## src/rtl/uart_rx_frame.sv

```systemverilog
// uart_rx_frame: parametrised UART receive engine with input synchroniser, 3-sample majority
// voting, optional parity, 1/2 stop bits and post-reset arming. Define UART_RX_BREAK_DET_EN for break detection.
module uart_rx_frame #(
  parameter int DATA_WIDTH     = 8,
  parameter int PRESCALE_WIDTH = 6
) (
  input  logic                      CLK,
  input  logic                      RST,
  input  logic                      RX_IN,
  input  logic                      PAR_EN,
  input  logic                      PAR_TYP,
  input  logic                      STOP_BITS,
  input  logic [PRESCALE_WIDTH-1:0] Prescale,
  output logic [DATA_WIDTH-1:0]     P_DATA,
  output logic                      Data_Valid,
  output logic                      Par_Err,
  output logic                      Stp_Err,
  output logic                      Busy,
  output logic                      Break_Det
);

  typedef enum logic [2:0] {
    S_IDLE,
    S_START,
    S_DATA,
    S_PARITY,
    S_STOP
  } state_t;

  localparam int IDX_W = (DATA_WIDTH > 1) ? $clog2(DATA_WIDTH) : 1;

  state_t                    r_state;
  logic                      r_sync1;
  logic                      r_sync2;
  logic [1:0]                r_sync_primed;
  logic                      r_armed;
  logic [PRESCALE_WIDTH-1:0] r_prescale;
  logic [PRESCALE_WIDTH-1:0] r_edge_cnt;
  logic [IDX_W-1:0]          r_bit_idx;
  logic                      r_par_en;
  logic                      r_par_typ;
  logic                      r_stop_bits;
  logic                      r_stop_idx;
  logic                      r_samp0;
  logic                      r_samp1;
  logic [DATA_WIDTH-1:0]     r_shadow;
  logic [DATA_WIDTH-1:0]     r_p_data;
  logic                      r_par_bad;
  logic                      r_stp_bad;
  logic                      r_data_valid;
  logic                      r_par_err;
  logic                      r_stp_err;
  logic                      r_busy;
`ifdef UART_RX_BREAK_DET_EN
  logic                      r_all_zero;
  logic                      r_break_det;
`endif

  logic                      w_rx_s;
  logic                      w_vote;
  logic                      w_vote_cyc;
  logic                      w_wrap;
  logic                      w_stp_now;
  logic                      w_final_stop;
  logic [PRESCALE_WIDTH-1:0] w_half;
  logic [PRESCALE_WIDTH-1:0] w_half_m1;
  logic [PRESCALE_WIDTH-1:0] w_half_p1;
  logic [PRESCALE_WIDTH-1:0] w_last;

  // r_sync_primed keeps the reset value of the synchroniser from arming the receiver,
  // so a line held low across reset is never mistaken for idle-then-start.
  always_ff @(posedge CLK) begin
    if (RST) begin
      r_sync1       <= 1'b1;
      r_sync2       <= 1'b1;
      r_sync_primed <= 2'b00;
    end else begin
      r_sync1       <= RX_IN;
      r_sync2       <= r_sync1;
      r_sync_primed <= {r_sync_primed[0], 1'b1};
    end
  end

  assign w_rx_s       = r_sync2;
  assign w_half       = r_prescale >> 1;
  assign w_half_m1    = w_half - PRESCALE_WIDTH'(1);
  assign w_half_p1    = w_half + PRESCALE_WIDTH'(1);
  assign w_last       = r_prescale - PRESCALE_WIDTH'(1);
  assign w_vote       = (r_samp0 & r_samp1) | (r_samp0 & w_rx_s) | (r_samp1 & w_rx_s);
  assign w_vote_cyc   = (r_edge_cnt == w_half_p1);
  assign w_wrap       = (r_edge_cnt == w_last);
  assign w_stp_now    = r_stp_bad | ~w_vote;
  assign w_final_stop = (r_stop_idx == r_stop_bits);

  // NOTE: every register here uses <= so all reads in this block see pre-edge values;
  // later assignments in the same cycle deliberately override earlier defaults.
  always_ff @(posedge CLK) begin
    if (RST) begin
      r_state      <= S_IDLE;
      r_armed      <= 1'b0;
      r_prescale   <= '0;
      r_edge_cnt   <= '0;
      r_bit_idx    <= '0;
      r_par_en     <= 1'b0;
      r_par_typ    <= 1'b0;
      r_stop_bits  <= 1'b0;
      r_stop_idx   <= 1'b0;
      r_samp0      <= 1'b1;
      r_samp1      <= 1'b1;
      r_shadow     <= '0;
      r_p_data     <= '0;
      r_par_bad    <= 1'b0;
      r_stp_bad    <= 1'b0;
      r_data_valid <= 1'b0;
      r_par_err    <= 1'b0;
      r_stp_err    <= 1'b0;
      r_busy       <= 1'b0;
`ifdef UART_RX_BREAK_DET_EN
      r_all_zero   <= 1'b1;
      r_break_det  <= 1'b0;
`endif
    end else begin
      r_data_valid <= 1'b0;
      r_par_err    <= 1'b0;
      r_stp_err    <= 1'b0;
`ifdef UART_RX_BREAK_DET_EN
      r_break_det  <= 1'b0;
`endif
      if (w_rx_s && r_sync_primed[1]) r_armed <= 1'b1;

      if (r_state != S_IDLE) begin
        r_edge_cnt <= w_wrap ? '0 : r_edge_cnt + PRESCALE_WIDTH'(1);
        if (r_edge_cnt == w_half_m1) r_samp0 <= w_rx_s;
        if (r_edge_cnt == w_half)    r_samp1 <= w_rx_s;
`ifdef UART_RX_BREAK_DET_EN
        if (w_vote_cyc) r_all_zero <= r_all_zero & ~w_vote;
`endif
      end

      case (r_state)
        S_IDLE: begin
          r_edge_cnt <= '0;
          r_bit_idx  <= '0;
          // The detection cycle itself is edge 0 of the start bit, so counting resumes at 1.
          if (r_armed && !w_rx_s) begin
            r_state     <= S_START;
            r_busy      <= 1'b1;
            r_edge_cnt  <= PRESCALE_WIDTH'(1);
            r_prescale  <= Prescale;
            r_par_en    <= PAR_EN;
            r_par_typ   <= PAR_TYP;
            r_stop_bits <= STOP_BITS;
            r_stop_idx  <= 1'b0;
            r_par_bad   <= 1'b0;
            r_stp_bad   <= 1'b0;
`ifdef UART_RX_BREAK_DET_EN
            r_all_zero  <= 1'b1;
`endif
          end
        end

        S_START: begin
          if (w_vote_cyc && w_vote) begin
            r_state    <= S_IDLE;
            r_busy     <= 1'b0;
            r_edge_cnt <= '0;
          end else if (w_wrap) begin
            r_state <= S_DATA;
          end
        end

        S_DATA: begin
          if (w_vote_cyc) r_shadow <= {w_vote, r_shadow[DATA_WIDTH-1:1]};
          if (w_wrap) begin
            if (r_bit_idx == IDX_W'(DATA_WIDTH - 1)) begin
              r_bit_idx <= '0;
              r_state   <= r_par_en ? S_PARITY : S_STOP;
            end else begin
              r_bit_idx <= r_bit_idx + IDX_W'(1);
            end
          end
        end

        S_PARITY: begin
          if (w_vote_cyc && (w_vote != (^r_shadow ^ r_par_typ))) r_par_bad <= 1'b1;
          if (w_wrap) r_state <= S_STOP;
        end

        S_STOP: begin
          if (w_wrap) r_stop_idx <= 1'b1;
          // The final stop bit completes at its vote, not its wrap, to allow minimum-length stops.
          if (w_vote_cyc) begin
            if (!w_vote) r_stp_bad <= 1'b1;
            if (w_final_stop) begin
              r_state    <= S_IDLE;
              r_busy     <= 1'b0;
              r_edge_cnt <= '0;
              if (!r_par_bad && !w_stp_now) begin
                r_p_data     <= r_shadow;
                r_data_valid <= 1'b1;
              end else begin
                r_par_err <= r_par_bad;
                r_stp_err <= w_stp_now;
              end
`ifdef UART_RX_BREAK_DET_EN
              if (r_all_zero && !w_vote) begin
                r_break_det <= 1'b1;
                r_armed     <= 1'b0;
              end
`endif
            end
          end
        end

        default: begin
          r_state <= S_IDLE;
          r_busy  <= 1'b0;
        end
      endcase
    end
  end

  assign P_DATA     = r_p_data;
  assign Data_Valid = r_data_valid;
  assign Par_Err    = r_par_err;
  assign Stp_Err    = r_stp_err;
  assign Busy       = r_busy;
`ifdef UART_RX_BREAK_DET_EN
  assign Break_Det  = r_break_det;
`else
  assign Break_Det  = 1'b0;
`endif

endmodule

```

## config.mk

```make
export PLATFORM = sky130hd
export DESIGN_NAME = uart_rx_frame
export DESIGN_NICKNAME = d
export VERILOG_FILES = /design/src/rtl/uart_rx_frame.sv
export SDC_FILE = /design/constraint.sdc
export NUM_CORES = 1
export LEC_CHECK = 0
export ABC_CLOCK_PERIOD_IN_PS = 3900
export BUFFER_PORTS_ARGS = -buffer_cell sky130_fd_sc_hd__buf_2
export CORE_ASPECT_RATIO = 1.75
export CORE_MARGIN = 5
export CORE_UTILIZATION = 61
export DETAILED_ROUTE_END_ITERATION = 10
export GPL_ROUTABILITY_DRIVEN = 0
export MAX_ROUTING_LAYER = met4
export PLACE_DENSITY = 0.83
export SLEW_MARGIN = 10
export SYNTH_ARGS = -nofsm -noshare
export SYNTH_HDL_FRONTEND = slang
export SYNTH_SLANG_ARGS = --single-unit
```

## constraint.sdc

```tcl
create_clock -name CLK -period 3.9 [get_ports CLK]
set_input_delay 0.78 -clock CLK [delete_from_list [all_inputs] [get_ports CLK]]
set_output_delay 0.78 -clock CLK [all_outputs]
set_load 0.005 [all_outputs]
```

# Word level (Yosys, flattened, before mapping)

Cells that the tools add are included.

Flip-flop bits (word level): 51
Input port bits: 12
Logic and storage cells: 125

$add $sub $neg: 5
Equality and inequality tests: 22
Mux-type cells: 35
Bitwise operators: 12
Reduce and logical (&&, ||, !) cells: 28

Operators with widths:

| operator            | count |
|---|---|
| $mux 3              | 11 |
| $mux 6              | 5 |
| $ne 2x2->1 const B  | 10 |
| $eq 6x6->1          | 3 |
| $pmux 6 s3          | 1 |
| $pmux 3 s5          | 1 |
| $mux 1              | 12 |
| $reduce_and 2->1    | 5 |
| $reduce_and 4->1    | 2 |
| $reduce_xor 8->1    | 1 |
| $reduce_and 7->1    | 1 |
| $add 5x1->6 const B | 1 |
| $add 6x1->6 const B | 1 |
| $eq 3x2->1 const B  | 2 |
| $eq 3x3->1 const B  | 2 |
| $eq 6x5->1          | 1 |
| $pmux 1 s2          | 3 |
| $pmux 3 s2          | 1 |
| $reduce_and 3->1    | 2 |
| $reduce_bool 2->1   | 3 |
| $sub 5x1->6 const B | 1 |
| $sub 6x1->6 const B | 1 |
| $logic_and 1x1->1   | 5 |
| $not 1->1           | 5 |
| other kinds (16)    | 22 |

# Depth between registers and ports, before layout

Gate-level depths: netlist of run 1.

Depth in word-level cells: 8
Depth in mapped cells: 10
Mapped depth without buffers: 8

# Least setup slack after synthesis of run 1

No wires, ideal clock.

Path kind: register -> register
From: register r_prescale[2]
To: register r_p_data[0], in the netlist P_DATA[0]
Library setup time: 0.072 ns
Arrival time: 2.485 ns
Data required time: 3.828 ns
Setup slack: 1.343 ns
Cell stages (with the launch flop): 10
Path buffers: 1
Clock period less this slack: 2.557 ns
Cell sequence: dfxtp_1 buf_1 inv_1 ha_1 xnor2_1 nor2b_1 nand4_2 or2_4 nor4_4 mux2i_1

Longest elaborated chain between the ends: 3

Ends and longest elaborated chain:

| item                       | RTL line | RTL |
|---|---|---|
| start: declaration         | 37       | `logic [PRESCALE_WIDTH-1:0] r_prescale;` |
| start signal: assignment   | 149      | `r_prescale <= Prescale;` |
| $add 5x1->6                | 87       | `assign w_half_p1 = w_half + PRESCALE_WIDTH'(1);` |
| $eq 6x6->1                 | 90       | `assign w_vote_cyc = (r_edge_cnt == w_half_p1);` |
| $reduce_and 4->1 (no line) | -        |  |
| end signal: assignment     | 199      | `r_p_data <= r_shadow;` |
| end: declaration           | 47       | `logic [DATA_WIDTH-1:0] r_p_data;` |

No other way between the ends.
A chain may end at the register's enable or synchronous reset.

# Worst setup path after layout of run 1

From: register r_prescale[2]
To: register r_p_data[6], in the netlist P_DATA[6]

Same word-level chain as after synthesis.

==> qor.csv, run 1 <==
metric;value;unit
first_global_vias;2235;
io_pins;25;
regToRegEndpoint;P_DATA[6];
antenna_found_initial;0;
tightestPinTransition;1.00;ns
htreeDepth;2;
vias_per_cell;5.93;
synth_edf_count;0;
nets;343;
yosysWarnings;0;
clock_latency;0.30;ns
yosys.area_share.adder;0.0326;
routed_wl;5.90;mm
synth_top_family_by_area;simple AND/OR/NAND/NOR gates;
fp.dieH;97.7;µm
path_cells;inv_1 -> ha_1 -> xnor2_1 -> nor2b_1 -> nand4_2 -> or2_4 -> nor4_4 -> mux2i_1;
ys_seq_area_frac;0.381;
cp.required;4.14;ns
fp-row-count;32;
clock.fmax;355;MHz
dieArea;0.00588;mm²
cts_resized;0;
grt_usage;0.228;
dpl.cell_count;368;
synthSimpleGateAreaFrac;0.223;
io_buffers;23;
min_path_type;register to register;
critical_path_class;register to register;
grt_overflow;0;
synth_xor_area_frac;0.0970;
layout-drive-gt1-share;0.126;
p_total;0.968;mW
final_common_cell;dfxtp_1;
async_flop_share;0;
r2r_start;r_prescale[2];
final_util;0.661;
post_dp_cell_area;0.00276;mm²
cp.depth;8;
max_cap_violations;0;
drcViolationCount;0;
ir_drop;0.326;mV
path_max_fanout;13;
post-cts-setup-buffers;0;
cts_tree;done;
skew;0.0112;ns
dr.pass1.iters;4;
syn_area_per_cell;8.54;µm²
cts_hold_buffers;0;
hold_end;r_sync2;
grt_pass1_wl;10.3;mm
worstSetupEndpointType;register;
ys.flop_type;dfxtp_1;
finalSetupViolations;0;
clkSlewWorstSetupHoldPaths;0.10;ns
final_cell_mix;dfxtp_1 (51), nand2_1 (45), nor2_1 (24), buf_2 (23);
finish.instance_area;0.00286;mm²
worst-path-buf-inv;1;
netlist_area;0.00268;mm²
dp_hpwl;4.31;mm
synth_cells;314;
start_kind;register;
crit_family;simple AND/OR/NAND/NOR gates;
holdPathStages;1;
numCtsBuffers;5;
synth-seq-cells;51;
p_leak;1.12;nW
critical-path-max-stage-delay;0.63;ns
cts.path.max_buffers;2;
vias;2228;
syn2layout_area_growth;6.53;%
slew_viol_final;0;
min_period;2.81;ns
coreArea;0.00432;mm²
post-route-period-util;0.721;
whs;0.418;ns
cellPowerDensity;339;mW/mm²
drt_iter0_markers;79;
initial_utilization;0.620;
status;completed;
diodes;0;
synth.mux.area_fraction;0.0634;
tns;0;ns
ctsRootBufferMaster;clkbuf_8;
rsz0062_at_grt;false;
fin_cells;376;
grt_max_degree;34;
cpMaxStageDelayCell;nor4_4;
wire_per_inst;15.7;µm
synth-compound-area-share;0.155;
cp.arrival;3.05;ns
yosysUniqueCellTypes;59;
min_from;r_sync1;
r2r_slack;1.09;ns
finalHoldViolCount;0;
syn_nets;333;
die-width;60.1;µm
dp_slack;1.15;ns
reg2reg_depth;8;
antenna_left;0;
setup_ws;1.09;ns
numClockSinks;51;
relSlewSlack;0.329;
## layout make-up
cell class	count	area, µm²
Multi-Input combinational cell	236	1540
Tap cell	51	63.8
Clock inverter	3	27.5
Sequential cell	51	1020
Fill cell	383	1470
Inverter	7	26.3
Clock buffer	5	68.8
Timing Repair Buffer	23	115
## sequential cells by signal, summed over array words and instances (netlist names), 2 cells and up
name,flops
r_prescale,6
P_DATA,8
r_state,3
r_bit_idx,3
r_edge_cnt,6
r_sync_primed,2
r_shadow,8
## how the worst max path moves through the flow
stage                       start  slack, ns   endpoint
finish              r_prescale[2]       1.09  P_DATA[6]
global route        r_prescale[2]       0.83  P_DATA[5]
CTS                 r_prescale[2]       1.09  P_DATA[6]
detailed placement  r_prescale[2]       1.15  P_DATA[0]
global placement    r_prescale[2]       1.22  P_DATA[2]
floorplan           r_prescale[2]       1.34  P_DATA[0]
## kinds of logic after synthesis
| kind of cell | Yosys count |
|---|---|
| compound gates | 65 |
| xor+xnor | 28 |
| fa+ha+maj | 7 |
| buf+inv | 27 |
| flops | 51 |
| mux | 17 |
| other cells | 1 |
| simple gates | 118 |
## metal layers
layer / up-vias / wire length (µm) / GRT usage / share of wire
met5: - / 0 / - / 0
met4: 0 / 131 / 0.0751 / 0.022
met3: 11 / 195 / 0.0319 / 0.033
met2: 51 / 3320 / 0.406 / 0.56
met1: 1055 / 2250 / 0.248 / 0.38
li1: 1111 / - / - / -
## synth_stat cells, drive strengths merged (2+ instances only)
cell type  number  area share
dfxtp          51        0.38
nand2          45       0.063
nor2           24       0.034
xnor2          18       0.064
a21oi          17       0.032
mux2i          17       0.063
o21ai          17       0.032
clkbuf         11       0.015
xor2           10       0.033
buf             9       0.022
ha              7       0.033
inv             7      0.0098
nor3            7       0.015
or3             6       0.014
nand3           5       0.011
nor2b           5       0.012
nor4            5       0.017
nand4           4       0.012
o211ai          4       0.011
or2             4       0.010
a21boi          3      0.0084
a31oi           3      0.0070
o21a            3      0.0084
o311ai          3      0.0098
or4             3      0.0084
a21o            2      0.0056
and2            2      0.0047
nand2b          2      0.0047
nor4b           2      0.0065
o22ai           2      0.0047
## power breakdown
part	internal, mW	total, mW	leakage [nW]	switching, mW
Clock	0.132	0.318	0.0463	0.186
Sequential	0.532	0.547	0.412	0.0158
Combinational	0.0380	0.103	0.662	0.0646
(Power assumes the default switching activity.)
==> run 2, diff against run 1 <==
--- a/config.mk
+++ b/config.mk
@@ -5,15 +5,15 @@
 export SDC_FILE = /design/constraint.sdc
 export NUM_CORES = 1
 export LEC_CHECK = 0
-export ABC_CLOCK_PERIOD_IN_PS = 3900
+export ABC_CLOCK_PERIOD_IN_PS = 2790
 export BUFFER_PORTS_ARGS = -buffer_cell sky130_fd_sc_hd__buf_2
 export CORE_ASPECT_RATIO = 1.75
 export CORE_MARGIN = 5
-export CORE_UTILIZATION = 61
+export CORE_UTILIZATION = 59
 export DETAILED_ROUTE_END_ITERATION = 10
 export GPL_ROUTABILITY_DRIVEN = 0
 export MAX_ROUTING_LAYER = met4
-export PLACE_DENSITY = 0.83
+export PLACE_DENSITY = 0.8
 export SLEW_MARGIN = 10
 export SYNTH_ARGS = -nofsm -noshare
 export SYNTH_HDL_FRONTEND = slang
==> constraint.sdc (replaced) <==
create_clock -name CLK -period 2.79 [get_ports CLK]
set_input_delay 0.558 -clock CLK [delete_from_list [all_inputs] [get_ports CLK]]
set_output_delay 0.558 -clock CLK [all_outputs]
set_load 0.005 [all_outputs]
==> qor.csv, run 2 (synthesized netlist as in run 1, its figures left out) <==
metric;value;unit
cts_hold_buffers;0;
ctsRootBufferMaster;clkbuf_8;
cts_tree;done;
final_cell_mix;dfxtp_1 (51), nand2_1 (45), nor2_1 (24), buf_2 (23);
r2r_start;r_prescale[1];
dpl.cell_count;378;
dr.pass1.iters;4;
diodes;0;
tightestPinTransition;0.691;ns
post-cts-setup-buffers;0;
fp-row-count;32;
hold_end;r_sync2;
antenna_found_initial;0;
drcViolationCount;0;
htreeDepth;2;
path_cells;buf_4 -> ha_1 -> nand2b_1 -> a21o_1 -> a31oi_1 -> nor4_1 -> or4_1 -> o22ai_1;
wl_met2;3.40;mm
cp.required;3.00;ns
post_dp_cell_area;0.00284;mm²
path_max_fanout;9;
final_common_cell;dfxtp_1;
min_period;2.45;ns
clkSlewWorstSetupHoldPaths;0.09;ns
cellPowerDensity;462;mW/mm²
seqPwrFrac;0.564;
p_comb_frac;0.114;
max_cap_violations;0;
io_pins;25;
min_from;r_sync1;
io_buffers;23;
p_leak;1.17;nW
clock_latency;0.30;ns
drt-met1-wl;2.25;mm
status;completed;
min_path_type;register to register;
dp_hpwl;4.49;mm
coreArea;0.00440;mm²
finalSetupViolations;0;
power_switching;0.347;mW
clock.fmax;408;MHz
wl_met3;210;µm
critical-path-max-stage-delay;0.61;ns
worst-path-buf-inv;1;
layout-drive-gt1-share;0.149;
cp.arrival;2.66;ns
p_total;1.36;mW
grt_max_degree;25;
crit_family;simple AND/OR/NAND/NOR gates;
regToRegEndpoint;r_edge_cnt[0];
antenna_left;0;
drt_iter0_markers;73;
reg2reg_depth;8;
num-fill-cells;376;
wire_per_inst;15.6;µm
dieArea;0.00605;mm²
relSlewSlack;0.539;
finalHoldViolCount;0;
numClockSinks;51;
worstSetupEndpointType;register;
tns;0;ns
dp_slack;0.403;ns
initial_utilization;0.609;
whs;0.412;ns
cts.path.max_buffers;2;
first_global_vias;2350;
p_int;1.01;mW
syn2layout_area_growth;9.28;%
ir_drop;0.442;mV
fp.dieH;99.2;µm
clkPwrFrac;0.322;
start_kind;register;
numCtsBuffers;5;
rsz0062_at_grt;false;
swShare;0.256;
r2r_slack;0.34;ns
top_layer;met4;
nets;353;
cts_resized;0;
vias;2304;
critical_path_class;register to register;
grt_usage;0.223;
finish.instance_area;0.00293;mm²
fin_cells;386;
final_util;0.666;
vias_per_cell;5.97;
holdPathStages;1;
cpMaxStageDelayCell;or4_1;
routed_wl;6.02;mm
skew;0.00501;ns
grt_pass1_wl;10.3;mm
die-width;61.0;µm
slew_viol_final;0;
setup_ws;0.341;ns
post-route-period-util;0.878;
grt_overflow;0;
-- run 2: layout make-up --
cell class	instances	area, µm²	share of cell area
Timing Repair Buffer	33	190	0.0649
Clock buffer	7	86.3	0.0294
Inverter	7	26.3	0.00896
Tap cell	51	63.8	0.0218
Clock inverter	1	8.76	0.00299
Sequential cell	51	1020	0.348
Multi-Input combinational cell	236	1540	0.524
-- run 2: how the worst max path moves through the flow --
stage / start / endpoint / slack, ns / cells after the start
floorplan: r_prescale[2] / P_DATA[0] / 0.23 / 9
global placement: r_prescale[1] / r_edge_cnt[0] / 0.48 / 8
detailed placement: r_prescale[1] / r_edge_cnt[0] / 0.40 / 8
CTS: r_prescale[1] / r_edge_cnt[0] / 0.38 / 8
global route: r_prescale[2] / r_shadow[7] / 0.19 / 8
finish: r_prescale[1] / r_edge_cnt[0] / 0.34 / 8
-- run 2: worst reg2reg max path: stages, from the launching register on --
cell and delay [ns]:
dfxtp_1 0.32, buf_4 0.16, ha_1 0.21, nand2b_1 0.16, a21o_1 0.19, a31oi_1 0.44
nor4_1 0.11, or4_1 0.61, o22ai_1 0.17
-- run 2: power by group through the flow --
stage / registers [mW] / logic [mW] / clock network, mW
after floorplan: 0.768 / 0.118 / 0
after global placement: 0.781 / 0.149 / 0
after detailed placement: 0.781 / 0.151 / 0
after CTS: 0.764 / 0.154 / 0.444
after global routing: 0.767 / 0.174 / 0.473
final: 0.765 / 0.154 / 0.437
-- run 2: layer usage --
layer | global-route usage | vias up
li1 | - | 1130
met1 | 0.224 | 1103
met2 | 0.401 | 52
met3 | 0.0364 | 19
met4 | 0.100 | 0
met5 | - | -
